[config.mk]
export PLATFORM = sky130hd
export DESIGN_NAME = integral_trigger_40mhz
export DESIGN_NICKNAME = d
export VERILOG_FILES = /design/src/rtl/integral_trigger_40mhz_pkg.sv /design/src/rtl/integral_trigger_40mhz_coinc_count.sv /design/src/rtl/integral_trigger_40mhz.sv
export SDC_FILE = /design/constraint.sdc
export NUM_CORES = 1
export LEC_CHECK = 0
export BUFFER_PORTS_ARGS = -buffer_cell sky130_fd_sc_hd__buf_2
export CORE_ASPECT_RATIO = 1.75
export CORE_MARGIN = 1
export CORE_UTILIZATION = 50
export CTS_BUF_LIST = sky130_fd_sc_hd__clkbuf_8 sky130_fd_sc_hd__clkbuf_16
export DETAILED_ROUTE_END_ITERATION = 10
export HOLD_SLACK_MARGIN = 0.06
export MAX_ROUTING_LAYER = met4
export PLACE_DENSITY = 0.91
export SLEW_MARGIN = 10
export SYNTH_ARGS = -nofsm -noshare
export SYNTH_HDL_FRONTEND = slang
export SYNTH_SLANG_ARGS = --single-unit
[constraint.sdc]
create_clock -name CLK -period 3.3 [get_ports CLK]
set_input_delay 0.66 -clock CLK [delete_from_list [all_inputs] [get_ports CLK]]
set_output_delay 0.66 -clock CLK [all_outputs]
set_load 0.02 [all_outputs]
[src/rtl/integral_trigger_40mhz_pkg.sv]
// Trigger definitions: integral width, default holdoff width and FSM state encodings
// shared by the integral trigger and its coincidence counter.
`ifndef SDE_TRIGGER_DEFS_VH
`define SDE_TRIGGER_DEFS_VH
`ifndef COMPATIBILITY_INTEGRAL_BITS
`define COMPATIBILITY_INTEGRAL_BITS 12
`endif
`define SDE_HOLDOFF_BITS_DEFAULT 8
`define SDE_ST_REARM 2'd0
`define SDE_ST_ARMED 2'd1
`define SDE_ST_HOLD  2'd2
`endif

package integral_trigger_40mhz_pkg;

    localparam int INTEGRAL_BITS = `COMPATIBILITY_INTEGRAL_BITS;
    localparam int HOLDOFF_BITS_DEFAULT = `SDE_HOLDOFF_BITS_DEFAULT;

    // Phase value of ENABLE40 on which the trigger decision is taken.
    localparam logic [1:0] PHASE_EVAL = 2'd1;

    typedef enum logic [1:0] {
        ST_REARM = `SDE_ST_REARM,
        ST_ARMED = `SDE_ST_ARMED,
        ST_HOLD  = `SDE_ST_HOLD
    } trig_state_e;

endpackage

[src/rtl/integral_trigger_40mhz_coinc_count.sv]
// Per-PMT threshold compare (strictly greater, unsigned, masked) and popcount of the
// resulting above-threshold pattern. Purely combinational.
import integral_trigger_40mhz_pkg::*;

module integral_coinc_count #(
    parameter int NPMT = 3,
    parameter int IW   = INTEGRAL_BITS,
    parameter int CW   = $clog2(NPMT + 1)
) (
    input  logic [NPMT*IW-1:0] integral,
    input  logic [IW-1:0]      threshold,
    input  logic [NPMT-1:0]    mask,
    output logic [NPMT-1:0]    above,
    output logic [CW-1:0]      count
);

    always_comb begin
        logic [NPMT-1:0] hit;
        logic [CW-1:0]   n;
        hit = '0;
        n   = '0;
        for (int i = 0; i < NPMT; i++) begin
            hit[i] = mask[i] && (integral[i*IW +: IW] > threshold);
            n      = n + CW'(hit[i]);
        end
        above = hit;
        count = n;
    end

endmodule

[src/rtl/integral_trigger_40mhz.sv]
// Multi-PMT integral coincidence trigger running on the 120 MHz clock, deciding once
// per 40 MHz tick (ENABLE40 phase 1) and emitting a one-cycle registered pulse.
//
// state | meaning
// ------+--------------------------------------------------------------
// REARM | waiting for an evaluation with no masked PMT above threshold
// ARMED | fires when enough masked PMTs exceed threshold
// HOLD  | dead time; holdoff counter decrements once per evaluation
import integral_trigger_40mhz_pkg::*;

module integral_trigger_40mhz #(
    parameter int NPMT         = 3,
    parameter int HOLDOFF_BITS = HOLDOFF_BITS_DEFAULT
) (
    input  logic                            CLK,
    input  logic                            RESETN,
    input  logic [1:0]                      ENABLE40,
    input  logic [NPMT*INTEGRAL_BITS-1:0]   INTEGRAL,
    input  logic [INTEGRAL_BITS-1:0]        THRESHOLD,
    input  logic [NPMT-1:0]                 MASK,
    input  logic [1:0]                      COINC_LEVEL,
    input  logic [HOLDOFF_BITS-1:0]         HOLDOFF,
    output logic                            TRIGGER,
    output logic [NPMT-1:0]                 TRIG_PMTS,
    output logic [15:0]                     TRIG_COUNT
);

    localparam int CW = $clog2(NPMT + 1);

    trig_state_e             state_q, state_d;
    logic [HOLDOFF_BITS-1:0] hold_q, hold_d;
    logic                    trig_q;
    logic [NPMT-1:0]         pmts_q;
    logic [15:0]             trig_count_q;

    logic [NPMT-1:0] above;
    logic [CW-1:0]   n_above;
    logic            eval;
    logic            fire;

    integral_coinc_count #(
        .NPMT (NPMT),
        .IW   (INTEGRAL_BITS),
        .CW   (CW)
    ) u_coinc (
        .integral  (INTEGRAL),
        .threshold (THRESHOLD),
        .mask      (MASK),
        .above     (above),
        .count     (n_above)
    );

    assign eval = (ENABLE40 == PHASE_EVAL);

    always_comb begin
        state_d = state_q;
        hold_d  = hold_q;
        fire    = 1'b0;
        if (eval) begin
            case (state_q)
                ST_REARM: begin
                    if (n_above == '0) state_d = ST_ARMED;
                end
                ST_ARMED: begin
                    if (COINC_LEVEL != 2'd0 && 32'(n_above) >= 32'(COINC_LEVEL)) begin
                        fire    = 1'b1;
                        state_d = ST_HOLD;
                        hold_d  = HOLDOFF;
                    end
                end
                ST_HOLD: begin
                    if (hold_q == '0) state_d = ST_REARM;
                    else              hold_d  = hold_q - 1'b1;
                end
                default: state_d = ST_REARM;
            endcase
        end
    end

    always_ff @(posedge CLK or negedge RESETN) begin
        if (!RESETN) begin
            state_q      <= ST_REARM;
            hold_q       <= '0;
            trig_q       <= 1'b0;
            pmts_q       <= '0;
            trig_count_q <= '0;
        end else begin
            state_q <= state_d;
            hold_q  <= hold_d;
            trig_q  <= fire;
            if (fire) begin
                pmts_q <= above;
                if (trig_count_q != 16'hFFFF) trig_count_q <= trig_count_q + 16'd1;
            end
        end
    end

    assign TRIGGER    = trig_q;
    assign TRIG_PMTS  = pmts_q;
    assign TRIG_COUNT = trig_count_q;

endmodule
==> impl_metrics.ini, run 1 <==
[logic_synthesis]
async_reset_ff_frac = 1.00
synth_area_um2 = 2420
synth.distinct_cells = 45
synth_seq_cells = 30
synth_seq_area_share = 0.310
synth_edf_count = 0
synth_top_area_frac = 0.310
syn_nets = 372
ys_warn_count = 0
syn_inst = 265
syn_avg_cell_area_um2 = 9.15
synth_area_leaders = dfrtp_1 (31%), ha_1 (21%), a21oi_1 (4.1%)
synth_top_area_cell = dfrtp_1
synthFlopType = dfrtp_1

[worst_setup_path]
path_max_fanout = 7
crit_chain = buf_2, inv_4, ha_4, a21o_1, nand3_2, a21oi_2, o41ai_4, fa_1, ha_1, nor3b_2, or4b_4, clkinv_4, o41ai_4, buf_4, mux2_2
crit_path_start_kind = primary input
cp_top_family = adder cells
critPathBufInv = 4
crit_slowest_cell = or4b_4
cp-end-kind = flop
cp.arrival_ns = 3.91
max_stage_delay_ns = 0.53
cp.required_ns = 3.47
crit_top_cell = o41ai_4
crit_type = primary input to flop

[clocking]
clock_sinks = 30
cts-htree-levels = 2
cts_buffers = 5
cts_tree = yes
clkTransAtPathRegs_ns = 0.07
clk_path_buf_depth = 2
clockRootBuffer = clkbuf_8
hold_buffers = 0
clock_latency_ns = 0.28

[sta]
worstMarginPinSlew_ns = 0.679
finalHoldViolCount = 0
slew_viol_final = 0
fin_ws_ns = -0.444
rsz0062_at_grt = true
setup_violations = 28
fin_skew_ns = 0.00321
whs_ns = 0.403
period_share = 1.13
relSlewSlack = 0.547
fmax_mhz = 267
min_period_ns = 3.74
tns_ns = -9.26

[place]
post-place-ws_ns = -0.884
dp_cells = 403
place_area_um2 = 2980
io_buffers = 84
place_congestion = 0.822
place_hpwl_um = 5030

[routing]
via_per_inst = 5.98
drt-initial-drc-count = 102
drc = 0
routed_wl_um = 7770
wl_per_cell_um = 18.0
vias = 2584
antenna_left = 0
drt_pass1_iterations = 5

[pwr]
p_total_mw = 1.61
p_leak_nw = 1.79
p_per_area_nw_per_um2 = 440
peakVddDrop_uv = 572

[global_route]
grt_pass1_vias = 2632
grt_antenna_before_repair = 1
grt_max_degree = 31
grtUsageTotal = 0.324
overflow = 0
grt_pass1_wl_um = 11500

[floorplan]
core_area_um2 = 4670
std_cell_rows = 33
die_height_um = 94.1
ios = 85
die_x_um = 54.6
dieArea_um2 = 5140
start_util = 0.520

[layout]
area_growth_pct = 51.1
final_cell_area_um2 = 3660
final_layout_size_suffix_gt1_frac = 0.467
final_util = 0.785
layout.nets = 485
fillers = 308
instances_no_fill = 432

[run_status]
status = finished, violations left
violations = setup timing

[min_path]
min_path_type = primary input to asynchronous set/reset pin

[run]
cap_violations = 0
-- cells in the mapped netlist, drive strengths merged, types with 2 or more instances --
cell type	count
ha	41
dfrtp	30
inv	22
a21oi	20
nor2	19
o21ai	17
nand4	14
nand3	13
nand2	12
xor2	10
nor3	8
nor4	7
clkbuf	4
a21o	3
a311oi	3
nand4b	3
o31a	3
o31ai	3
o41ai	3
xnor2	3
a21boi	2
a22oi	2
and3	2
buf	2
nand2b	2
or3	2
-- sequential cells by signal, summed over array words and instances, names as in the netlist --
register and cells:
TRIG_COUNT 16, TRIGGER 1, state_q 2, hold_q 8
TRIG_PMTS 3
-- worst paths after layout --
check / start / to / slack, ns / cells after the start
worst max-delay path: THRESHOLD[5] / TRIG_COUNT[1] / -0.44 / 15
worst min-delay path: RESETN / hold_q[2] / 0.40 / 1
worst max register to register: TRIG_COUNT[0] / TRIG_COUNT[1] / 0.80 / 5
worst min register to register: TRIG_COUNT[6] / TRIG_COUNT[6] / 0.49 / 1
max in group asynchronous: RESETN / TRIG_COUNT[8] / 2.47 / 1
min in group CLK: TRIG_COUNT[6] / TRIG_COUNT[6] / 0.49 / 1
-- repair_timing --
action,in CTS,in global routing
setup buffers,22,3
pin swaps,14,9
endpoints found under the setup margin,28,29
gates resized for setup,56,20
-- layout make-up --
| type | instances | area (µm²) | share of cell area |
|---|---|---|---|
| Antenna cell | 1 | 2.50 | 0.000683 |
| Clock buffer | 6 | 82.6 | 0.0225 |
| Clock inverter | 2 | 60.1 | 0.0164 |
| Inverter | 23 | 106 | 0.0290 |
| Multi-Input combinational cell | 206 | 1920 | 0.524 |
| Sequential cell | 30 | 751 | 0.205 |
| Tap cell | 52 | 65.1 | 0.0178 |
| Timing Repair Buffer | 112 | 677 | 0.185 |
-- layer usage --
layer	track usage	routed length, µm	part of all wire	up-vias
met5	-	0	0	-
met3	0.0502	406	0.052	30
met1	0.288	2640	0.34	1216
met2	0.573	4310	0.55	121
li1	-	-	-	1217
met4	0.233	421	0.054	0
-- where the power goes --
group          leakage (nW)  switching, mW  internal (mW)
sequential            0.388         0.0975          0.451
combinational          1.33          0.328          0.276
clock                0.0714          0.136          0.322
total                  1.79          0.561           1.05
-- cells in the final DEF (no fill, tap or decap), drive strengths merged, types with 3 or more instances in the layout --
| cell | count |
|---|---|
| o21ai | 17 |
| o31ai | 3 |
| nor2 | 19 |
| xnor2 | 3 |
| a21oi | 20 |
| nand4b | 3 |
| o31a | 3 |
| dfrtp | 30 |
| xor2 | 10 |
| nor4 | 7 |
| clkbuf | 6 |
| a21o | 3 |
| o41ai | 3 |
| nand4 | 14 |
| a311oi | 3 |
| nand2 | 12 |
| ha | 41 |
| buf | 112 |
| nand3 | 13 |
| inv | 22 |
| nor3 | 8 |
-- cells by family after synthesis --
family,count (synthesis),share of synthesized area
buffers and inverters,29,0.0531
AOI/OAI and AO/OA,61,0.163
adders and majority gates,42,0.220
muxes,1,0.00464
and+or+nand+nor,89,0.203
xor gates and xnor gates,13,0.0470
DFF,30,0.310
No activity file was read; power rests on OpenSTA's default activity.
==> run 2, diff against run 1 <==
Settings changed: SETUP_SLACK_MARGIN set to 0.4.
==> run 2 against run 1 <==
Effect of this change:
- the run still ends with setup timing left
- sequential power is essentially flat
- count of clock-buffer cells in the layout is the same
- register-to-register slack gained 0.04 ns
- clock power grew 2%
- utilization grew 3.0 points
- via count grew 2.6%
- largest cell class unchanged
- largest power group unchanged
==> impl_metrics.ini, run 2 (synthesized netlist as in run 1, its figures left out) <==
[worst_setup_path]
cp.required_ns = 3.47
critPathBufInv = 5
cp_top_family = simple AND/OR/NAND/NOR gates
crit_type = primary input to flop
crit_chain = buf_2, inv_2, ha_1, a21oi_1, a311oi_2, nor3_2, or2_4, fa_2, inv_1, ha_4, o22ai_1, or4b_4, buf_6, nor4_4, buf_4, nand3_1, o21a_1
r2r-end = TRIG_COUNT[1]
r2r-start = TRIG_COUNT[0]
max_stage_delay_ns = 0.58
cp-end-kind = flop
regToRegSetupSlack_ns = 0.84
cp.arrival_ns = 4.03
crit_path_start_kind = primary input
crit_slowest_cell = or4b_4
reg2reg_depth = 5
path_max_fanout = 4

[pwr]
peakVddDrop_uv = 457
internal_power_mw = 1.08
sequentialPowerShare = 0.330
net-switching-power_uw = 589
p_leak_nw = 1.85
power_frac_clock = 0.279
switching_share = 0.353
combPwrFrac = 0.392
p_per_area_nw_per_um2 = 438

[sta]
min_period_ns = 3.85
tns_ns = -11.44
whs_ns = 0.409
relSlewSlack = 0.553
finalHoldViolCount = 0
period_share = 1.17
fin_ws_ns = -0.553
fmax_mhz = 260
setup_violations = 28
rsz0062_at_grt = true
slew_viol_final = 0
worstMarginPinSlew_ns = 0.670
fin_skew_ns = 0.00591

[run]
cap_violations = 0

[routing]
via_per_inst = 6.09
antenna_left = 0
drt_pass1_iterations = 4
drc = 0
wl_per_cell_um = 19.1
vias = 2650
routed_wl_um = 8290
drt-initial-drc-count = 73

[place]
place_hpwl_um = 4980
io_buffers = 84
dp_cells = 403
place_congestion = 0.821

[clocking]
cts-htree-levels = 2
cts_tree = yes
clock_sinks = 30
clock_latency_ns = 0.28
clk_path_buf_depth = 2
clkTransAtPathRegs_ns = 0.07
cts_buffers = 5
hold_buffers = 0
clockRootBuffer = clkbuf_8

[layout]
diodes = 0
area_growth_pct = 56.8
largest_register_ffs = 16
layout.nets = 489
final_common_cell = buf_2
final_cell_mix = buf_2 (79), dfrtp_1 (30), buf_6 (27), ha_1 (22), ha_4 (19)
instances_no_fill = 435
final_layout_size_suffix_gt1_frac = 0.488

[floorplan]
ios = 85
dieArea_um2 = 5140
die_x_um = 54.6
start_util = 0.520
die_height_um = 94.1
std_cell_rows = 33
core_area_um2 = 4670

[run_status]
violations = setup timing
status = finished, violations left

[global_route]
met1_usage = 0.277
use_met3 = 0.0388
grt_antenna_before_repair = 0
grt.met2_usage = 0.582
grt_pass1_wl_um = 11400
grtUsageTotal = 0.320
grt_pass1_vias = 2620
grt_max_degree = 31
overflow = 0
grt.busiest_layer = met2

[min_path]
min_path_type = primary input to asynchronous set/reset pin
==> run 2: through the flow <==
| step | area, µm² | worst slack, ns | util | power, mW |
|---|---|---|---|---|
| after global placement | 2980 | -0.746 | 0.638 | 0.997 |
| final | 3800 | -0.553 | 0.815 | 1.67 |
| after CTS | 3660 | -0.341 | 0.784 | 1.61 |
| after floorplan | 2480 | -0.456 | - | 0.864 |
| after detailed placement | 2980 | -0.873 | 0.638 | 1.02 |
| after global routing | 3800 | -0.609 | 0.815 | 1.76 |
==> run 2: cell type report <==
type	count	area, µm²
Tap cell	52	65.1
Sequential cell	30	751
Multi-Input combinational cell	206	1970
Clock buffer	6	82.6
Inverter	23	104
Timing Repair Buffer	116	774
Clock inverter	2	60.1
Fill cell	294	863
==> run 2: per-layer routing <==
layer	up-vias	part of all wire	wire [µm]
li1	1219	-	-
met1	1280	0.33	2770
met2	115	0.57	4700
met3	36	0.044	363
met4	0	0.056	462
met5	-	0	0
==> run 2: worst max path at each step <==
stage	cells past startpoint	end	slack (ns)	from
6_report	17	TRIG_COUNT[12]	-0.55	THRESHOLD[3]
5_1_grt	27	TRIG_PMTS[0]	-0.61	THRESHOLD[3]
4_1_cts	15	TRIG_COUNT[14]	-0.34	THRESHOLD[11]
3_5_place_dp	15	TRIG_COUNT[14]	-0.87	THRESHOLD[10]
2_1_floorplan	14	TRIG_COUNT[1]	-0.46	THRESHOLD[3]
3_3_place_gp	15	TRIG_COUNT[14]	-0.75	THRESHOLD[9]
==> run 2: what timing repair did <==
item | in CTS | in global routing
endpoints found under the setup margin | 30 | 30
resized for setup | 76 | 16
pin swaps | 21 | 7
setup buffers | 21 | 3
==> run 2: power by group through the flow <==
stage	Sequential, mW	Combinational [mW]	Clock (mW)
final	0.550	0.653	0.465
after global routing	0.563	0.717	0.483
after CTS	0.544	0.593	0.469
after detailed placement	0.550	0.474	0
after global placement	0.545	0.452	0
after floorplan	0.556	0.309	0
